[config.mk]
export PLATFORM = sky130hd
export DESIGN_NAME = curve25519_host
export DESIGN_NICKNAME = d
export VERILOG_FILES = /design/src/rtl/curve25519_host.sv
export SDC_FILE = /design/constraint.sdc
export NUM_CORES = 2
export LEC_CHECK = 0
export CAP_MARGIN = 20
export CORE_AREA = 2 2 310 312
export CTS_CLUSTER_SIZE = 40
export DETAILED_ROUTE_END_ITERATION = 10
export DIE_AREA = 0 0 312 314
export HOLD_SLACK_MARGIN = 0.05
export PLACE_DENSITY = 0.64
export SLEW_MARGIN = 10
export SYNTH_ARGS = -nofsm -noshare
export SYNTH_HDL_FRONTEND = slang
export SYNTH_SLANG_ARGS = --single-unit
[constraint.sdc]
create_clock -name clock -period 7.6 [get_ports clock]
set_input_delay 1.52 -clock clock [delete_from_list [all_inputs] [get_ports clock]]
set_output_delay 1.52 -clock clock [all_outputs]
set_load 0.02 [all_outputs]
[src/rtl/curve25519_host.sv]
// Byte-serial host front end for a curve25519 scalar-multiplication core.
// Loads scalar and point, clamps/masks them, starts the core and streams the result back.
module curve25519_host #(
  parameter int TIMEOUT_CYCLES = 100000,
  parameter int TIMEOUT_W      = 17
) (
  input  logic         clock,
  input  logic         reset,
  input  logic         in_valid,
  input  logic [7:0]   in_data,
  output logic         in_ready,
  output logic         out_valid,
  output logic [7:0]   out_data,
  input  logic         out_ready,
  output logic         busy,
  output logic         error,
  output logic         core_start,
  output logic [254:0] core_n,
  output logic [254:0] core_q,
  input  logic         core_done,
  input  logic [254:0] core_out
);

  typedef enum logic [2:0] {
    ST_LOAD_N,
    ST_LOAD_Q,
    ST_START,
    ST_WAIT,
    ST_SEND
  } state_t;

  localparam logic [TIMEOUT_W-1:0] WAIT_LAST  = TIMEOUT_W'(TIMEOUT_CYCLES - 1);
  localparam bit                   TIMEOUT_EN = (TIMEOUT_CYCLES != 0);

  state_t               state, state_next;
  logic [4:0]           idx;
  logic [255:0]         result;
  logic [TIMEOUT_W-1:0] wait_cnt;
  logic                 in_xfer, out_xfer, last_byte, timed_out;

  assign in_xfer   = in_valid && in_ready;
  assign out_xfer  = out_valid && out_ready;
  assign last_byte = (idx == 5'd31);
  assign timed_out = TIMEOUT_EN && (wait_cnt == WAIT_LAST) && !core_done;
  assign out_data  = result[{idx, 3'b000} +: 8];

  // NOTE: sequential state uses non-blocking assignments so every flop samples pre-edge values.
  always_ff @(posedge clock) begin
    if (reset) state <= ST_LOAD_N;
    else       state <= state_next;
  end

  // NOTE: state_next gets a default before the case so no path leaves it unassigned (no latch).
  always_comb begin
    state_next = state;
    case (state)
      ST_LOAD_N: if (in_xfer && last_byte) state_next = ST_LOAD_Q;
      ST_LOAD_Q: if (in_xfer && last_byte) state_next = ST_START;
      ST_START:  state_next = ST_WAIT;
      ST_WAIT: begin
        if (core_done)      state_next = ST_SEND;
        else if (timed_out) state_next = ST_LOAD_N;
      end
      ST_SEND:   if (out_xfer && last_byte) state_next = ST_LOAD_N;
      default:   state_next = ST_LOAD_N;
    endcase
  end

  // Handshake outputs decode only the registered state, so valid never depends on ready.
  always_comb begin
    in_ready   = 1'b0;
    out_valid  = 1'b0;
    busy       = 1'b0;
    core_start = 1'b0;
    case (state)
      ST_LOAD_N, ST_LOAD_Q: in_ready = 1'b1;
      ST_START: begin
        core_start = 1'b1;
        busy       = 1'b1;
      end
      ST_WAIT:  busy      = 1'b1;
      ST_SEND:  out_valid = 1'b1;
      default:  ;
    endcase
  end

  // NOTE: operand and result registers are reset as well, so no key material survives a reset.
  always_ff @(posedge clock) begin
    if (reset) begin
      idx      <= '0;
      wait_cnt <= '0;
      error    <= 1'b0;
      core_n   <= '0;
      core_q   <= '0;
      result   <= '0;
    end else begin
      case (state)
        ST_LOAD_N: if (in_xfer) begin
          idx <= idx + 5'd1;  // wraps to 0 after byte 31
          if (idx == 5'd0)    core_n[7:0]     <= {in_data[7:3], 3'b000};
          else if (last_byte) core_n[254:248] <= {1'b1, in_data[5:0]};
          else                core_n[{idx, 3'b000} +: 8] <= in_data;
        end
        ST_LOAD_Q: if (in_xfer) begin
          idx <= idx + 5'd1;
          if (last_byte) core_q[254:248] <= in_data[6:0];
          else           core_q[{idx, 3'b000} +: 8] <= in_data;
        end
        ST_START: begin
          idx      <= '0;
          wait_cnt <= '0;
        end
        ST_WAIT: begin
          if (core_done) begin
            result <= {1'b0, core_out};
            idx    <= '0;
          end else begin
            wait_cnt <= wait_cnt + TIMEOUT_W'(1);
            if (timed_out) error <= 1'b1;
          end
        end
        ST_SEND: if (out_xfer) idx <= idx + 5'd1;
        default: ;
      endcase
    end
  end

endmodule

== After elaboration in Yosys (flattened, before gate mapping) ==
Cells that the tools add are included.
W data, S select, Z words.

* Add/sub/neg operators: 3
* Eq/ne operators: 15
* Muxes and demuxes: 22
* Shift-type cells: 3
* Bitwise gates (word level): 3
* Reduce and logical (&&, ||, !) cells: 22

{| class="wikitable"
|+ Operators by type and width
! cell !! number
|-
| $bwmux W255 || 2
|-
| $shiftx A256 B9 Y8 || 1
|-
| $shift A8 B10 Y255 const A || 1
|-
| $shiftx A8 B10 Y255 || 1
|-
| $pmux W17 S2 || 1
|-
| $pmux W5 S4 || 1
|-
| $add A17 B1 Y17 const B || 1
|-
| $eq A17 B17 Y1 const B || 1
|-
| $mux W17 || 1
|-
| $mux W8 || 2
|-
| $mux W3 || 5
|-
| $mux W5 || 3
|-
| $pmux W3 S5 || 1
|-
| $mux W7 || 2
|-
| $ne A2 B2 Y1 const B || 6
|-
| $reduce_and A3 Y1 || 4
|-
| $reduce_and A4 Y1 || 3
|-
| $neg A8 Y10 || 1
|-
| $eq A3 B2 Y1 const B || 2
|-
| $reduce_and A2 Y1 || 3
|-
| $add A5 B1 Y5 const B || 1
|-
| $eq A5 B5 Y1 const B || 1
|-
| $logic_and A1 B1 Y1 || 5
|-
| $logic_not A5 Y1 || 1
|-
| other kinds (11) || 18
|}

* Bits in registers: 791
* Logic and storage cells: 78
* Bits of input ports: 268
* Output and inout bits: 523

== Longest topological paths before layout ==
* Word-level depth: 7
* Depth in mapped cells: 13

== Worst setup path after synthesis ==
Ideal clock, no wire load.

* Path kind: reg-to-output
* From: reg idx[1]
* To: out out_data[0]
* Stages on the path, launching flop included: 7
* Arrival time: 2.310 ns
* Slack: 3.770 ns
* Required time: 6.080 ns
* Path buffers: 3
* Cells stage by stage: dfxtp_1 -> clkbuf_1 -> clkbuf_1 -> buf_1 -> mux4_2 -> o22ai_1 -> nor4_1

* Word-level cells in the longest chain between the ends: 1

{| class="wikitable"
|+ Ends and longest elaborated chain
! item !! RTL line !! text
|-
| start: declaration || 36 || <nowiki>logic [4:0] idx;</nowiki>
|-
| start signal: assignment || 99 || <nowiki>idx <= idx + 5'd1;</nowiki>
|-
| start signal: assignment || 105 || <nowiki>idx <= idx + 5'd1;</nowiki>
|-
| start signal: assignment || 122 || <nowiki>ST_SEND: if (out_xfer) idx <= idx + 5'd1;</nowiki>
|-
| $shiftx A256 B9 Y8 || 45 || <nowiki>assign out_data = result[{idx, 3'b000} +: 8];</nowiki>
|-
| end: declaration || 13 || <nowiki>output logic [7:0] out_data,</nowiki>
|}

Every way passes these cells.

== Worst setup path after layout ==
Ends and elaborated chain as after synthesis.

==> out/qor.yml <==
run_status:
  status: "finished, final reports clean"
sta:
  slew_violations: 0
  finalHoldViolations: 0
  rsz0062_at_grt: "false"
  finClkSkew_ps: 31.9
  finalSetupViolCount: 0
  tns_ps: 0
  layout_setup_ws_ps: 2430
  clock.fmax_ghz: 0.194
  period_needed_ps: 5170
  whs_ps: 450
  slew-limit-headroom_pct: 21.1
  fin_crit_sh_pct: 68.0
  tightest_slew_ps: 1180
setup_path:
  path_class: "flop to output port"
  critical_path_buf_inv_count: 2
  reg2reg_depth: 10
  path_cells: "buf_4 -> mux4_2 -> o22ai_1 -> nor4_1 -> clkdlybuf4s50_1"
  worstReg2RegEnd: "core_q[248]"
  critPathLaunchType: "flop"
  required_ps: 6080
  crit_slowest_cell: "clkdlybuf4s50_1"
  arrival_ps: 3650
  rrSetupSlack_ps: 3030
  critPathTopFamily: "buffers and inverters"
  regToRegStartpoint: "idx[0]"
  slowest_delay_ps: 740
  cp-end-kind: "output port"
  cp_max_fo: 34
layout:
  utilization_pct: 45.3
  regArea_um2: 15800
  fillCellCount: 9204
  multi_input_area_um2: 14200
  final_area_um2: 42800
  final_nets: 4284
  layout_commonest_cell: "dfxtp_1"
  fin_cells: 5346
  area_growth_pct: 37.8
  drive_above_1_share_pct: 7.01
  mostFrequentLayoutCells: "dfxtp_1, clkdlybuf4s50_1, nand2_1"
global_route:
  antenna_found_initial: 11
  grt_pass1_wl_mm: 171
  grt_overflow_total: 0
  first_global_vias: 25400
  grt_use_total_pct: 23.2
  grt_max_degree: 221
logic_synthesis:
  synth_top_area_cell: "dfxtp_1"
  async_flop_share_pct: 0
  netlist_top_cells_area: "dfxtp_1, mux2i_1, nand2_1"
  yosysSeqAreaShare_pct: 51.0
  syn_area_um2: 31000
  syn_area_per_cell_um2: 9.26
  synthCells: 3351
  ys.flop_type: "dfxtp_1"
  synth_edf_count: 0
  ys_types: 58
  syn_nets: 3627
  yosys.area.top_type_share_pct: 51.0
  ys_seq_elements: 791
  synth_warnings: 0
place:
  dp.cells: 5184
  routabilityCongestion: 0.852
  port_buffers: 790
  hpwl_mm: 85.5
  pre_cts_slack_ps: 2900
  dpl_cell_area_um2: 39900
floorplan:
  die_x_um: 312
  pin_count: 791
  dieArea_um2: 98000
  core_um2: 94400
  fp.dieH_um: 314
  core.rowCount: 113
  initial_utilization_pct: 32.9
clocking:
  post-cts-setup-buffer-count: 0
  cts_tree: "built"
  cts_root_buffer: "clkbuf_16"
  clk_path_buf_depth: 3
  clk_latency_ps: 660
  clock_sinks: 791
  postCtsResizedCells: 0
  ctsHtreeMaxLevel: 3
  path_clk_slew_ps: 60
  numCtsBuffers: 86
  cts_hold_buf: 0
detailed_routing:
  wl_mm: 118
  wl_per_cell_um: 22.1
  drt-initial-drc-count: 2242
  num_vias: 26800
  avgViaCountPerCell: 5.02
  antenna_left: 0
  dr.pass1.iters: 6
  drc: 0
pwr:
  vdd.ir_drop.worst_uv: 145
  leakage_nw: 15.6
  power_mw: 8.83
  p_per_area_nw_per_um2: 206
job:
  maxCapViolCount: 0
worst_hold_path:
  hold_class: "flop to flop"
  hp-start: "result[57]"
  whs_endpoint: "result[57]"
  worstHoldPathCells: 2
-- synth_stat cells, types with 14 or more instances --
cell,instances
a21oi_1,320
mux4_2,63
clkbuf_1,215
nor3_1,30
mux2i_1,350
buf_2,20
o21ai_0,118
nand2_1,658
buf_1,18
nor4_1,14
dfxtp_1,791
nand3_1,65
nor2_1,289
nand2b_1,101
nand3b_1,98
o22ai_1,31
nor3b_1,21
-- state kept, by name, indices dropped and copies added, names as in the netlist --
name      cells
core_n      255
core_q      255
error         1
idx           5
result      255
state         3
wait_cnt     17
-- kinds of logic after synthesis --
| kind of cell | after synthesis | synth area share [%] |
|---|---|---|
| flip-flops | 791 | 51.0 |
| AO/OA/AOI/OAI | 499 | 8.52 |
| buffers and inverters | 265 | 3.31 |
| multiplexers | 415 | 15.9 |
| XOR/XNOR | 16 | 0.452 |
| AND/OR/NAND/NOR | 1357 | 20.4 |
| adder cells (fa/ha/maj) | 8 | 0.323 |
-- how the worst max path moves through the flow --
stage | startpoint | end | slack (ps) | cells past startpoint
floorplan | idx[1] | out_data[0] | 3770 | 6
global placement | in_valid | core_n[43] | 2950 | 6
detailed placement | in_valid | core_n[44] | 2900 | 6
CTS | idx[1] | out_data[0] | 2350 | 5
global route | idx[1] | out_data[0] | 2330 | 5
finish | idx[1] | out_data[0] | 2430 | 5
-- routing by layer --
metal  track usage (%)  wire length, um
met4              8.30             3830
met5                 0               63
met1              27.6            47300
met3              6.19             9100
met2              40.0            58000
-- power by group --
group	internal [mW]	switching [mW]	total (mW)
combinational	0.192	0.248	0.440
sequential	4.15	0.00614	4.16
clock	2.48	1.75	4.23
total	6.82	2.01	8.83
-- final cells by class --
| type | instances | area share, % |
|---|---|---|
| Multi-Input combinational cell | 2295 | 33.2 |
| Clock buffer | 133 | 6.23 |
| Tap cell | 1265 | 3.70 |
| Timing Repair Buffer | 823 | 19.2 |
| Inverter | 11 | 0.0965 |
| Sequential cell | 791 | 37.0 |
| Antenna cell | 3 | 0.0176 |
| Clock inverter | 25 | 0.506 |
-- worst min-delay path: stages (launching register included) --
cell and delay [ps]:
dfxtp_1 300, nand2_1 50, a21oi_1 50
Note: power is estimated with default switching activity, not from simulation.
